`src/rtl/cic_comp_fir_if.sv`:
```
// cic_comp_fir_if: AXI-Stream style valid/ready data channel.
interface cic_comp_fir_if #(
    parameter int DW = 32
);
    logic [DW-1:0] tdata;
    logic          tvalid;
    logic          tready;
    modport master (output tdata, output tvalid, input tready);
    modport slave (input tdata, input tvalid, output tready);
endinterface

```
`src/rtl/cic_comp_fir.sv`:
```
// cic_comp_fir: decimating CIC droop-compensation FIR with one time-shared MAC.
module cic_comp_fir #(
    parameter int                           INP_DW   = 32,
    parameter int                           OUT_DW   = 32,
    parameter int                           COEF_DW  = 18,
    parameter int                           NUM_TAPS = 16,
    parameter int                           DECIM    = 2,
    parameter logic [NUM_TAPS*COEF_DW-1:0]  COEFS    = '0,
    parameter int                           SHIFT    = 0
) (
    input  logic            clk,
    input  logic            reset_n,
    cic_comp_fir_if.slave   s_axis_in,
    cic_comp_fir_if.master  m_axis_out
);
    localparam int PW  = $clog2(NUM_TAPS);
    localparam int PHW = DECIM > 1 ? $clog2(DECIM) : 1;
    localparam int AW  = INP_DW + COEF_DW + PW;
    localparam int RW  = AW + 1 > OUT_DW ? AW + 1 : OUT_DW;
    localparam int BS  = SHIFT > 0 ? SHIFT - 1 : 0;

    typedef enum logic [1:0] {IDLE, MAC, ROUND, OUT} state_t;

    state_t                         state, state_nx;
    logic signed [INP_DW-1:0]       smp [NUM_TAPS];
    logic [PW-1:0]                  wr_ptr, rd_ptr, tap;
    logic [PHW-1:0]                 phase;
    logic signed [AW-1:0]           acc;
    logic signed [INP_DW+COEF_DW-1:0] prod;
    logic signed [RW-1:0]           rnd, r, hi;
    logic signed [OUT_DW-1:0]       sat;
    logic [OUT_DW-1:0]              tdata_q;
    logic                           tvalid_q, xfer, trig;

    assign s_axis_in.tready  = state == IDLE && reset_n;
    assign xfer              = s_axis_in.tvalid && s_axis_in.tready;
    assign trig              = xfer && phase == PHW'(DECIM - 1);
    assign prod              = $signed(COEFS[COEF_DW*tap +: COEF_DW]) * smp[rd_ptr];
    assign m_axis_out.tdata  = tdata_q;
    assign m_axis_out.tvalid = tvalid_q;

    // Round half-up, shift, then clamp anything whose bits above the output MSB are not pure sign.
    always_comb begin
        rnd = RW'(acc) + (RW'(SHIFT > 0) <<< BS);
        r   = rnd >>> SHIFT;
        hi  = r >>> (OUT_DW - 1);
        sat = (!r[RW-1] && |hi) ? {1'b0, {(OUT_DW-1){1'b1}}} :
              (r[RW-1] && !(&hi)) ? {1'b1, {(OUT_DW-1){1'b0}}} : r[OUT_DW-1:0];
    end

    always_comb begin
        state_nx = state;
        state_nx = state == IDLE  ? (trig ? MAC : IDLE) :
                   state == MAC   ? (tap == PW'(NUM_TAPS - 1) ? ROUND : MAC) :
                   state == ROUND ? OUT :
                   (m_axis_out.tready ? IDLE : OUT);
    end

    always_ff @(posedge clk) begin
        if (!reset_n)
            state <= IDLE;
        else
            state <= state_nx;
    end

    always_ff @(posedge clk) begin
        if (!reset_n) begin
            for (int i = 0; i < NUM_TAPS; i++) smp[i] <= '0;
            wr_ptr   <= '0;
            rd_ptr   <= '0;
            tap      <= '0;
            phase    <= '0;
            acc      <= '0;
            tdata_q  <= '0;
            tvalid_q <= 1'b0;
        end else begin
            if (xfer) begin
                smp[wr_ptr] <= $signed(s_axis_in.tdata);
                wr_ptr      <= wr_ptr == PW'(NUM_TAPS - 1) ? '0 : wr_ptr + 1'b1;
                phase       <= phase == PHW'(DECIM - 1) ? '0 : phase + 1'b1;
            end
            // The MAC walks backwards from the sample just written.
            if (trig) begin
                acc    <= '0;
                rd_ptr <= wr_ptr;
                tap    <= '0;
            end
            if (state == MAC) begin
                acc    <= acc + AW'(prod);
                rd_ptr <= rd_ptr == '0 ? PW'(NUM_TAPS - 1) : rd_ptr - 1'b1;
                tap    <= tap + 1'b1;
            end
            if (state == ROUND) begin
                tdata_q  <= sat;
                tvalid_q <= 1'b1;
            end
            if (state == OUT && m_axis_out.tready)
                tvalid_q <= 1'b0;
        end
    end
endmodule
```
`src/flat_wrapper.sv`:
```
// flat-port wrapper written by rule: the top's interface ports become plain ports
module cic_comp_fir_flat 
#(
    parameter int                           INP_DW   = 32,
    parameter int                           OUT_DW   = 32,
    parameter int                           COEF_DW  = 18,
    parameter int                           NUM_TAPS = 16,
    parameter int                           DECIM    = 2,
    parameter logic [NUM_TAPS*COEF_DW-1:0]  COEFS    = '0,
    parameter int                           SHIFT    = 0
)
  (clk, reset_n, s_axis_in_tdata, s_axis_in_tvalid, s_axis_in_tready, m_axis_out_tdata, m_axis_out_tvalid, m_axis_out_tready);
  cic_comp_fir_if s_axis_in_i ();
  cic_comp_fir_if m_axis_out_i ();
  input  logic clk;
  input  logic reset_n;
  input wire logic [$bits(s_axis_in_i.tdata)-1:0] s_axis_in_tdata;
  input wire logic [$bits(s_axis_in_i.tvalid)-1:0] s_axis_in_tvalid;
  output wire logic [$bits(s_axis_in_i.tready)-1:0] s_axis_in_tready;
  output wire logic [$bits(m_axis_out_i.tdata)-1:0] m_axis_out_tdata;
  output wire logic [$bits(m_axis_out_i.tvalid)-1:0] m_axis_out_tvalid;
  input wire logic [$bits(m_axis_out_i.tready)-1:0] m_axis_out_tready;
  assign s_axis_in_i.tdata = s_axis_in_tdata;
  assign s_axis_in_i.tvalid = s_axis_in_tvalid;
  assign s_axis_in_tready = s_axis_in_i.tready;
  assign m_axis_out_tdata = m_axis_out_i.tdata;
  assign m_axis_out_tvalid = m_axis_out_i.tvalid;
  assign m_axis_out_i.tready = m_axis_out_tready;
  cic_comp_fir #(.INP_DW(INP_DW), .OUT_DW(OUT_DW), .COEF_DW(COEF_DW), .NUM_TAPS(NUM_TAPS), .DECIM(DECIM), .COEFS(COEFS), .SHIFT(SHIFT)) u_core (.clk(clk), .reset_n(reset_n), .s_axis_in(s_axis_in_i), .m_axis_out(m_axis_out_i));
endmodule
```
`config.mk`:
```
export PLATFORM = sky130hd
export DESIGN_NAME = cic_comp_fir_flat
export DESIGN_NICKNAME = d
export VERILOG_FILES = /design/src/rtl/cic_comp_fir_if.sv /design/src/rtl/cic_comp_fir.sv /design/src/flat_wrapper.sv
export SDC_FILE = /design/constraint.sdc
export NUM_CORES = 1
export LEC_CHECK = 0
export ABC_AREA = 1
export CAP_MARGIN = 30
export CORE_MARGIN = 2
export CORE_UTILIZATION = 27
export CTS_CLUSTER_DIAMETER = 30
export CTS_CLUSTER_SIZE = 28
export DETAILED_ROUTE_END_ITERATION = 6
export PLACE_DENSITY = 0.85
export SLEW_MARGIN = 20
export SYNTH_ARGS = -nofsm -noshare
export SYNTH_HDL_FRONTEND = slang
export SYNTH_SLANG_ARGS = --single-unit
```
`constraint.sdc`:
```
create_clock -name clk -period 1.2 [get_ports clk]
set_input_delay 0.24 -clock clk [delete_from_list [all_inputs] [get_ports clk]]
set_output_delay 0.24 -clock clk [all_outputs]
set_load 0.01 [all_outputs]
```
==> metrics.md <==
| Metric | Value |
|---|---|
| Synth Register Bits | 8 |
| CTS tree | built |
| Placed Area | 623 um2 |
| Die ar. | around 2700 um2 |
| Final setup margin | 0.0301 ns |
| Peak supply drop | 0.408 mV |
| Clock root buffer | clkbuf_4 |
| Run status | finished clean |
| Initial Util | 0.285 |
| Number of hold violations in the final report | 0 |
| Data required, critical path | roughly 0.96 ns |
| Final setup violating endpoints | 0 |
| Row cnt | 17 |
| Post-route ant nets | 0 |
| Power Total | ~0.66 mW |
| Netlist cell types | 18 |
| HP Start | reset_n |
| Vias in the first global route | between 300 and 400 |
| CP max FO | 2 |
| First-pass GRT wire length | between 1 and 1.5 mm |
| Hold_buf cts | 0 |
| Fin nets | between 100 and 150 |
| Initial DRT Pass Iterations | 5 |
| Critical Path AT | 0.93 ns |
| Finished Cell Area | between 600 and 700 um2 |
| Highest Clock Rate | 855 MHz |
| Worst Setup Start Kind | flip-flop |
| GRT overflow | 0 |
| Leak pwr | 0.342 nW |
| Clk pin slew, worst setup/hold paths | 0.05 ns |
| Num CTS Buffers | 3 |
| Clk buf depth | 2 |
| Hold Path Depth | 4 |
| Io pins | 70 |
| Syn Std Cell Area | 624 um2 |
| R2R Path End | u_core.tap[3] |
| Total Wirelength | just under 1 mm |
| RePlAce Congestion | 0.770 |
| Ant diodes | 0 |
| Vias per cell | 3.73 |
| DR vias | 466 |
| Initial antenna violation count | 0 |
| Clock sinks | 8 |
| Largest net degree at the start of global routing | 8 |
| Layout cells sized above 1 | 0.186 |
| Post-Place Worst Slack | -0.525 ns |
| Power per standard cell area | 1000 nW/um2 |
| Critical path type | reg2out |
| Avg Cell Area, Syn | 7.35 um2 |
| DIE WIDTH | around 52 um |
| WHS Endpoint | u_core.tap[1] |
| Skew final | 0.00132 ns |
| Reg2reg setup slack | 0.13 ns |
| Worst Hold Class | in2reg |
| Worst-Skew Late Latency | 0.25 ns |
| Initial drt markers | 11 |
| Mapped Cells | 85 |
| Reg2reg start | u_core.state[0] |
| Layout area overhead | 4.81% |
| Synth Warn # | 0 |
| Drt wl/cell | 7.86 um |
| Crit. End Element | primary output |
| Min Clock Period, post-route | ~1.2 ns |
| Fin util | 0.299 |
| Max-Cap Viols | 0 |
| Core area | 2190 um2 |
| Gr usage total | 0.0743 |
| CTS H-Tree Depth | 1 |
| Port Buffers | 5 |
| Register-to-Register Path Depth | 5 |
| Sequential fraction of the synthesis area | 0.257 |
| Die H | approximately 52 um |
| Post-route DRC | 0 |
| Final worst-path cycle share | 0.975 |
| RSZ-0062 raised after global routing | true |
| Max-slew violation count | 0 |
## cell families after synthesis
| family | count (synthesis) | synth area share |
|---|---|---|
| other | 1 | 0.00601 |
| adders and majority gates | 1 | 0.0200 |
| AOI/OAI and AO/OA | 11 | 0.0982 |
| buffers and inverters | 39 | 0.427 |
| and+or+nand+nor | 25 | 0.192 |
| DFF | 8 | 0.257 |
## through the flow
step / hold WS, ns / cells / setup TNS [ns]
after floorplan: 0.378 / 116 / 0
after global placement: 0.467 / 122 / -1.23
after detailed placement: 0.495 / 122 / -1.33
after CTS: 0.499 / 125 / -0.118
after global routing: 0.425 / 125 / -0.00668
final: 0.406 / 125 / 0
## synthesized netlist by cell type
cell,instances,share of area
dfxtp_1,8,0.26
a21oi_2,1,0.014
nor3_2,1,0.016
buf_4,32,0.38
nand2_1,12,0.072
o21ai_1,3,0.024
nand3_1,5,0.040
conb_1,1,0.0060
inv_1,4,0.024
nand2_2,1,0.010
a21boi_1,1,0.012
a21oi_1,5,0.040
nand4_2,1,0.020
nand4_1,1,0.010
nor2_1,4,0.024
ha_1,1,0.020
o21ai_0,1,0.0080
inv_2,3,0.018
## registers in the layout, summed over array words and instances, names as in the netlist
| signal | cells |
|---|---|
| u_core.m_axis_out.tvalid | 1 |
| u_core.tap | 4 |
| u_core.state | 2 |
| u_core.phase | 1 |
## power breakdown
part           internal (mW)  switching [mW]
sequential             0.282          0.0113
combinational         0.0508           0.106
clock                  0.114          0.0911
## worst max-delay path by stage
stage	from	end	slack [ns]
floorplan	u_core.tap[0]	u_core.state[0]	0.24
global placement	reset_n	s_axis_in_tready	-0.53
detailed placement	reset_n	s_axis_in_tready	-0.53
CTS	reset_n	s_axis_in_tready	-0.12
global route	u_core.state[0]	s_axis_in_tready	-0.007
finish	u_core.state[0]	s_axis_in_tready	0.03
## area by class of cell
| type | count | area [um2] |
|---|---|---|
| sequential | 8 | 161 |
| multi-input combinational | 69 | 325 |
| fill | 248 | 1540 |
| tap | 28 | 35.0 |
| timing repair buffer | 10 | 83.8 |
| clock buffer | 3 | 22.5 |
| inverter | 7 | 26.3 |
## cell usage in the layout (no fill, tap or decap), drive strengths merged, types with 2 or more instances in the layout
cell	instances
o21ai	4
clkdlybuf4s50	2
inv	7
nand3	5
a21oi	6
buf	6
clkbuf	3
nand2	13
nand4	2
dfxtp	8
nor2	4
conb	32
## worst max-delay path, stage by stage (launching register included)
cell	delay [ns]
dfxtp_2	0.32
nor3_2	0.19
buf_2	0.16
## layer usage
layer / up-vias / global-route usage / part of all wire
met4: 0 / 0.0526 / 0.0061
met1: 201 / 0.0884 / 0.42
met2: 32 / 0.114 / 0.46
met3: 2 / 0.0201 / 0.11
li1: 231 / - / -
met5: - / 0 / 0
## what timing repair did
item / CTS / global route
gates resized for setup: 5 / 4
endpoints found under the setup margin: 2 / 6
pin swaps: 0 / 2
buffers inserted: 0 / 0
gates cloned: 0 / 0
(Power assumes the default switching activity.)
